<file path="src/rtl/distance_frame_sched.sv">
// rtl/distance_frame_sched.sv - per-frame blob distance scheduler with a serial restoring divider
// Optional DIST_AVG_EN: report the mean of the last four quotients instead of the raw one.
module distance_frame_sched #(
  parameter int IMAGE_W     = 640,
  parameter int CALI_SIZE   = 70,
  parameter int CALI_DIST   = 30,
  parameter int EDGE_MARGIN = 30,
  parameter int MAX_WIDTH   = 200,
  parameter int DIST_MIN    = 15,
  parameter int DIST_MAX    = 55,
  parameter int CTR_LO      = 280,
  parameter int CTR_HI      = 360
) (
  input  logic        clk,
  input  logic        reset_n,
  input  logic        eop,
  input  logic [10:0] left_bound,
  input  logic [10:0] right_bound,
  input  logic        out_ready,
  output logic        out_valid,
  output logic [11:0] out_distance,
  output logic        out_in_range,
  output logic        out_centered,
  output logic [10:0] out_center_x,
  output logic        busy,
  output logic [7:0]  overrun_cnt
);
  typedef enum logic [1:0] {S_IDLE, S_CHECK, S_DIV, S_HOLD} state_t;

  localparam logic [21:0]        NUM       = 22'(CALI_SIZE * CALI_DIST);
  localparam logic [10:0]        EDGE_LO   = 11'(EDGE_MARGIN);
  localparam logic [10:0]        EDGE_HI   = 11'(IMAGE_W - EDGE_MARGIN);
  localparam logic signed [11:0] WIDTH_MAX = 12'(MAX_WIDTH);
  localparam logic [11:0]        D_MIN     = 12'(DIST_MIN);
  localparam logic [11:0]        D_MAX     = 12'(DIST_MAX);
  localparam logic [10:0]        C_LO      = 11'(CTR_LO);
  localparam logic [10:0]        C_HI      = 11'(CTR_HI);
  localparam logic [4:0]         LAST_ITER = 5'd21;

  state_t             state, state_nxt;
  logic [10:0]        left_q, right_q, center_q, dvsr_q, rem_q;
  logic signed [11:0] width_q, width_c;
  logic [10:0]        center_c;
  logic [21:0]        dvd_q, dvd_nxt;
  logic [11:0]        rem_sh;
  logic [10:0]        rem_nxt;
  logic               q_bit;
  logic [4:0]         iter_q;
  logic               last_step, zero_width, handshake;
  logic [11:0]        quo_sat, dist_res;
  logic               range_ok, centered_c;

  always_comb begin
    width_c  = $signed({1'b0, right_bound}) - $signed({1'b0, left_bound});
    center_c = 11'(({1'b0, left_bound} + {1'b0, right_bound}) >> 1);
  end

  // Dividend register shifts out MSB-first while quotient bits shift in at the bottom.
  always_comb begin
    rem_sh  = {rem_q, dvd_q[21]};
    q_bit   = (rem_sh >= {1'b0, dvsr_q});
    rem_nxt = q_bit ? 11'(rem_sh - {1'b0, dvsr_q}) : rem_sh[10:0];
    dvd_nxt = {dvd_q[20:0], q_bit};
    quo_sat = (|dvd_nxt[21:12]) ? 12'hFFF : dvd_nxt[11:0];
  end

  assign last_step  = (state == S_DIV) && (iter_q == LAST_ITER);
  assign zero_width = (state == S_CHECK) && (width_q <= 12'sd0);
  assign handshake  = (state == S_HOLD) && out_valid && out_ready;
  assign centered_c = (center_q > C_LO) && (center_q < C_HI);
  assign range_ok   = !((left_q <= EDGE_LO) && (right_q >= EDGE_HI))
                      && (width_q <= WIDTH_MAX)
                      && (dist_res >= D_MIN) && (dist_res <= D_MAX);

`ifdef DIST_AVG_EN
  // The newest of the four entries is the quotient being pushed; these hold the three older ones.
  logic [11:0] hist_q [3];
  logic        hist_vld_q;
  logic [13:0] hist_sum;

  always_comb begin
    if (hist_vld_q)
      hist_sum = 14'(quo_sat) + 14'(hist_q[0]) + 14'(hist_q[1]) + 14'(hist_q[2]);
    else
      hist_sum = {quo_sat, 2'b00};
    dist_res = hist_sum[13:2];
  end

  always_ff @(posedge clk or negedge reset_n) begin
    if (!reset_n) begin
      for (int i = 0; i < 3; i++) hist_q[i] <= '0;
      hist_vld_q <= 1'b0;
    end else if (last_step) begin
      hist_vld_q <= 1'b1;
      hist_q[0]  <= quo_sat;
      for (int i = 1; i < 3; i++) hist_q[i] <= hist_vld_q ? hist_q[i-1] : quo_sat;
    end
  end
`else
  assign dist_res = quo_sat;
`endif

  always_ff @(posedge clk or negedge reset_n) begin
    if (!reset_n) state <= S_IDLE;
    else          state <= state_nxt;
  end

  always_comb begin
    state_nxt = state;
    case (state)
      S_IDLE:  if (eop) state_nxt = S_CHECK;
      S_CHECK: state_nxt = (width_q <= 12'sd0) ? S_HOLD : S_DIV;
      S_DIV:   if (iter_q == LAST_ITER) state_nxt = S_HOLD;
      S_HOLD:  if (out_valid && out_ready) state_nxt = S_IDLE;
      default: state_nxt = S_IDLE;
    endcase
  end

  always_comb begin
    busy = (state != S_IDLE);
  end

  always_ff @(posedge clk or negedge reset_n) begin
    if (!reset_n) begin
      left_q   <= '0;
      right_q  <= '0;
      width_q  <= '0;
      center_q <= '0;
      dvd_q    <= '0;
      dvsr_q   <= '0;
      rem_q    <= '0;
      iter_q   <= '0;
    end else begin
      case (state)
        S_IDLE: if (eop) begin
          left_q   <= left_bound;
          right_q  <= right_bound;
          width_q  <= width_c;
          center_q <= center_c;
        end
        S_CHECK: begin
          dvd_q  <= NUM;
          dvsr_q <= width_q[10:0];
          rem_q  <= '0;
          iter_q <= '0;
        end
        S_DIV: begin
          dvd_q  <= dvd_nxt;
          rem_q  <= rem_nxt;
          iter_q <= iter_q + 5'd1;
        end
        default: ;
      endcase
    end
  end

  // An eop in any busy state is dropped, including one coinciding with the HOLD handshake.
  always_ff @(posedge clk or negedge reset_n) begin
    if (!reset_n)
      overrun_cnt <= '0;
    else if (eop && (state != S_IDLE) && (overrun_cnt != 8'hFF))
      overrun_cnt <= overrun_cnt + 8'd1;
  end

  always_ff @(posedge clk or negedge reset_n) begin
    if (!reset_n) begin
      out_valid    <= 1'b0;
      out_distance <= '0;
      out_in_range <= 1'b0;
      out_centered <= 1'b0;
      out_center_x <= '0;
    end else if (zero_width) begin
      out_valid    <= 1'b1;
      out_distance <= 12'hFFF;
      out_in_range <= 1'b0;
      out_centered <= centered_c;
      out_center_x <= center_q;
    end else if (last_step) begin
      out_valid    <= 1'b1;
      out_distance <= dist_res;
      out_in_range <= range_ok;
      out_centered <= centered_c;
      out_center_x <= center_q;
    end else if (handshake) begin
      out_valid    <= 1'b0;
    end
  end
endmodule

</file>
<file path="config.mk">
export PLATFORM = sky130hd
export DESIGN_NAME = distance_frame_sched
export DESIGN_NICKNAME = d
export VERILOG_FILES = /design/src/rtl/distance_frame_sched.sv
export SDC_FILE = /design/constraint.sdc
export NUM_CORES = 1
export LEC_CHECK = 0
export ABC_AREA = 1
export BUFFER_PORTS_ARGS = -buffer_cell sky130_fd_sc_hd__buf_4
export CAP_MARGIN = 10
export CORE_MARGIN = 2
export CORE_UTILIZATION = 65
export DETAILED_ROUTE_END_ITERATION = 7
export GPL_ROUTABILITY_DRIVEN = 1
export PLACE_DENSITY = 0.84
export SYNTH_ARGS = -nofsm -noshare
export SYNTH_HDL_FRONTEND = slang
export SYNTH_SLANG_ARGS = --single-unit
</file>
<file path="constraint.sdc">
create_clock -name clk -period 4.51 [get_ports clk]
set_input_delay 0.451 -clock clk [delete_from_list [all_inputs] [get_ports clk]]
set_output_delay 0.451 -clock clk [all_outputs]
set_load 0.02 [all_outputs]
</file>
==> flow_metrics.py <==
metrics = {
    "synth": {
        "synth-seq-cells": 129,
        "syn_nets": 983,
        "synth-edff-count": 0,
        "synth_warnings": 0,
        "ys_seq_area_share_pct": 44.5,
        "syn_inst": 914,
        "async_flop_share_pct": 100,
        "synth-main-ff-cell": "dfrtp_1",
        "synth_cell_type_count": 49,
        "synth_area_um2": 7260,
        "synth.avg_cell_area_um2": 7.95,
    },
    "worst_setup_path": {
        "critPathRequiredTime_ns": 4.94,
        "max_stage_delay_ns": 0.62,
        "crit_path_frequent_cell": "nand2_1",
        "crit_arrival_ns": 3.19,
        "critPathLaunch": "state[0]$_DFFE_PN0P_",
        "startpoint_type": "flop",
        "critPathKind": "reg2reg",
        "critPathCaptureType": "flop",
        "r2r-start": "state[0]$_DFFE_PN0P_",
        "cpMaxStageDelayCell": "ha_1",
        "path_cells": "inv_1, ha_1, nand2_2, clkinv_1, nand2_1, nand2_1, nand2_1, nand2_1",
        "cp_max_fo": 24,
    },
    "sta": {
        "tns_ns": 0,
        "finalHoldViolCount": 0,
        "finalMaxSlewViolations": 0,
        "relSlewSlack_pct": 34.2,
        "fin_crit_sh_pct": 61.2,
        "setup_viol": 0,
        "rsz0062_at_grt": "false",
        "clock_skew_ns": 0.00775,
        "layout_min_cycle_time_ns": 2.76,
        "max_freq_mhz": 362,
        "tightest_slew_ns": 0.983,
    },
    "clock_network": {
        "htreeDepth": 4,
        "ctsHoldBuffers": 0,
        "worstSkewPairLatency_ns": 0.54,
        "cts_buffers": 17,
        "clkSinkCount": 129,
        "cts_resized": 0,
        "cts_buffer_depth": 2,
        "cts_tree": "yes",
        "clkSlewWorstSetupHoldPaths_ns": 0.06,
        "post_cts_buffers": 0,
        "cts-root-buf": "clkbuf_8",
    },
    "route": {
        "vias": 6426,
        "drt-initial-drc-count": 538,
        "wl_mm": 17.4,
        "via_per_inst": 5.73,
        "antenna_left": 0,
        "firstDrtPassIters": 5,
        "drc": 0,
        "routedWlPerCell_um": 15.5,
    },
    "layout": {
        "nFillCells": 757,
        "finish.utilization_pct": 76.9,
        "layout-drive-gt1-share_pct": 12.3,
        "diodes": 0,
        "nets": 1039,
        "syn2layout_area_growth_pct": 15.3,
        "final_cells": 1122,
    },
    "global_routing": {
        "grt_max_degree": 71,
        "gr-total-overflow": 0,
        "grt_first_pass_wirelength_mm": 29.0,
        "gr-usage-all-layers_pct": 31.3,
        "grt_antenna_before_repair": 0,
        "grt_pass1_vias": 6152,
    },
    "run": {
        "drv_cap": 0,
    },
    "floorplan": {
        "start_util_pct": 66.7,
        "die_x_um": 110,
        "die_area_um2": 12000,
        "rows": 38,
        "coreArea_um2": 10900,
        "dieHeight_um": 110,
        "io_pins": 61,
    },
    "power_and_ir_drop": {
        "vdd_drop_max_v": 0.000440,
        "p_per_area_nw_per_um2": 662,
        "leakagePower_nw": 4.31,
        "p_total_mw": 5.54,
    },
    "place": {
        "hpwl_mm": 12.0,
        "dpl.cell_count": 1091,
        "port_buffers": 60,
        "gp_congestion": 0.930,
    },
    "min_path": {
        "hp-class": "in2async",
    },
    "outcome": {
        "status": "finished, final reports clean",
    },
}
[worst max-delay path: cells and delay by family, from the launching register on]
kind / cells / cell delay [ns]
AND/OR/NAND/NOR: 5 / 0.98
flip-flops: 1 / 0.39
adder cells (fa/ha/maj): 1 / 0.62
buffers and inverters: 2 / 0.66
[per-stage QoR]
step / cell area, µm² / hold slack (ns) / worst slack, ns
after CTS: 8380 / 0.0573 / 1.80
after global placement: 7760 / 0.458 / 1.95
after floorplan: 7260 / 0.155 / 2.63
final: 8380 / 0.0155 / 1.75
after global routing: 8380 / 0.104 / 1.52
after detailed placement: 7760 / 0.461 / 1.86
[metal layers]
metal | up-vias | global-route usage, % | routed length (µm)
met3 | 63 | 5.75 | 1010
met4 | 0 | 16.8 | 631
met1 | 3033 | 39.9 | 7090
met5 | - | 0 | 0
met2 | 254 | 50.9 | 8650
li1 | 3076 | - | -
[cell usage in the layout (no fill, tap or decap), drive strengths merged, types with 2 or more instances in the layout]
cell,instances
buf,63
dfrtp,129
fa,3
o31ai,2
clkinv,6
nor3,10
xor2,9
o22ai,22
nand2,250
nand3,56
bufinv,4
xnor2,4
o21a,2
o211ai,7
a21oi,26
inv,140
a31oi,15
ha,40
a21o,2
a22oi,4
clkbuf,19
nand4,15
o21bai,3
nor2,68
o21ai,74
[area by class of cell]
type	count	area (µm²)	share of cell area [%]
Inverter	139	522	6.23
Tap cell	140	175	2.09
Timing Repair Buffer	63	473	5.65
Multi-Input combinational cell	620	3360	40.1
Clock inverter	12	178	2.12
Sequential cell	129	3230	38.5
Clock buffer	19	442	5.27
[synth_stat cells, types with 2 or more instances]
master | count | area share (%)
nand2_1 | 246 | 13
inv_1 | 134 | 6.9
dfrtp_1 | 129 | 44
nor2_1 | 67 | 3.5
o21ai_0 | 67 | 4.6
nand3_1 | 51 | 3.5
ha_1 | 40 | 6.9
a21oi_1 | 24 | 1.7
o22ai_1 | 22 | 1.9
a31oi_1 | 15 | 1.3
nand4_1 | 15 | 1.3
clkbuf_1 | 13 | 0.67
nor3_1 | 9 | 0.62
xor2_1 | 9 | 1.1
o211ai_2 | 6 | 1.0
a22oi_1 | 4 | 0.41
buf_6 | 4 | 0.62
nand3_2 | 4 | 0.55
o21ai_2 | 4 | 0.48
xnor2_1 | 4 | 0.48
buf_2 | 3 | 0.21
fa_1 | 3 | 0.83
inv_2 | 3 | 0.16
nand2_2 | 3 | 0.26
o21ai_1 | 3 | 0.21
o21bai_1 | 3 | 0.31
a21o_1 | 2 | 0.21
buf_1 | 2 | 0.10
clkbuf_2 | 2 | 0.14
clkinv_1 | 2 | 0.10
o21a_1 | 2 | 0.21
o31ai_1 | 2 | 0.21
[registers in the layout, indices dropped and copies added (netlist names)]
| name | cells |
|---|---|
| rem_q | 11 |
| width_q | 12 |
| out_distance | 12 |
| out_valid | 1 |
| overrun_cnt | 8 |
| out_in_range | 1 |
| left_q | 11 |
| dvsr_q | 11 |
| state | 2 |
| out_center_x | 11 |
| center_q | 11 |
| right_q | 10 |
| dvd_q | 22 |
| iter_q | 5 |
| out_centered | 1 |
[power breakdown]
| part | internal [mW] | total (mW) | switching (mW) |
|---|---|---|---|
| combinational | 0.753 | 2.28 | 1.53 |
| sequential | 1.55 | 1.81 | 0.257 |
| clock | 0.927 | 1.45 | 0.521 |
| total | 3.23 | 5.54 | 2.31 |
[cell families (layout without fill, tap and decap cells)]
logic type | after synthesis | count (layout) | synth area share (%)
and+or+nand+nor | 404 | 404 | 23.6
buffers and inverters | 165 | 233 | 9.30
AOI/OAI and AO/OA | 159 | 159 | 13.2
DFF | 129 | 129 | 44.5
adders and majority gates | 43 | 43 | 7.72
xor gates and xnor gates | 13 | 13 | 1.57
muxes | 1 | 1 | 0.155
[final timing paths]
path                                                     to  slack, ns  cells past startpoint
worst max-delay path                   rem_q[7]$_DFFE_PN0P_       1.75                      8
worst min-delay path                 right_q[5]$_DFFE_PN0P_       0.02                      1
worst max register to register         rem_q[7]$_DFFE_PN0P_       1.75                      8
worst min register to register  out_center_x[2]$_DFFE_PN0P_       0.48                      2
max in group asynchronous       out_distance[0]$_DFFE_PN0P_       3.56                      2
min in group clk                      left_q[0]$_DFFE_PN0P_       0.13                      3
(Power assumes the default switching activity.)
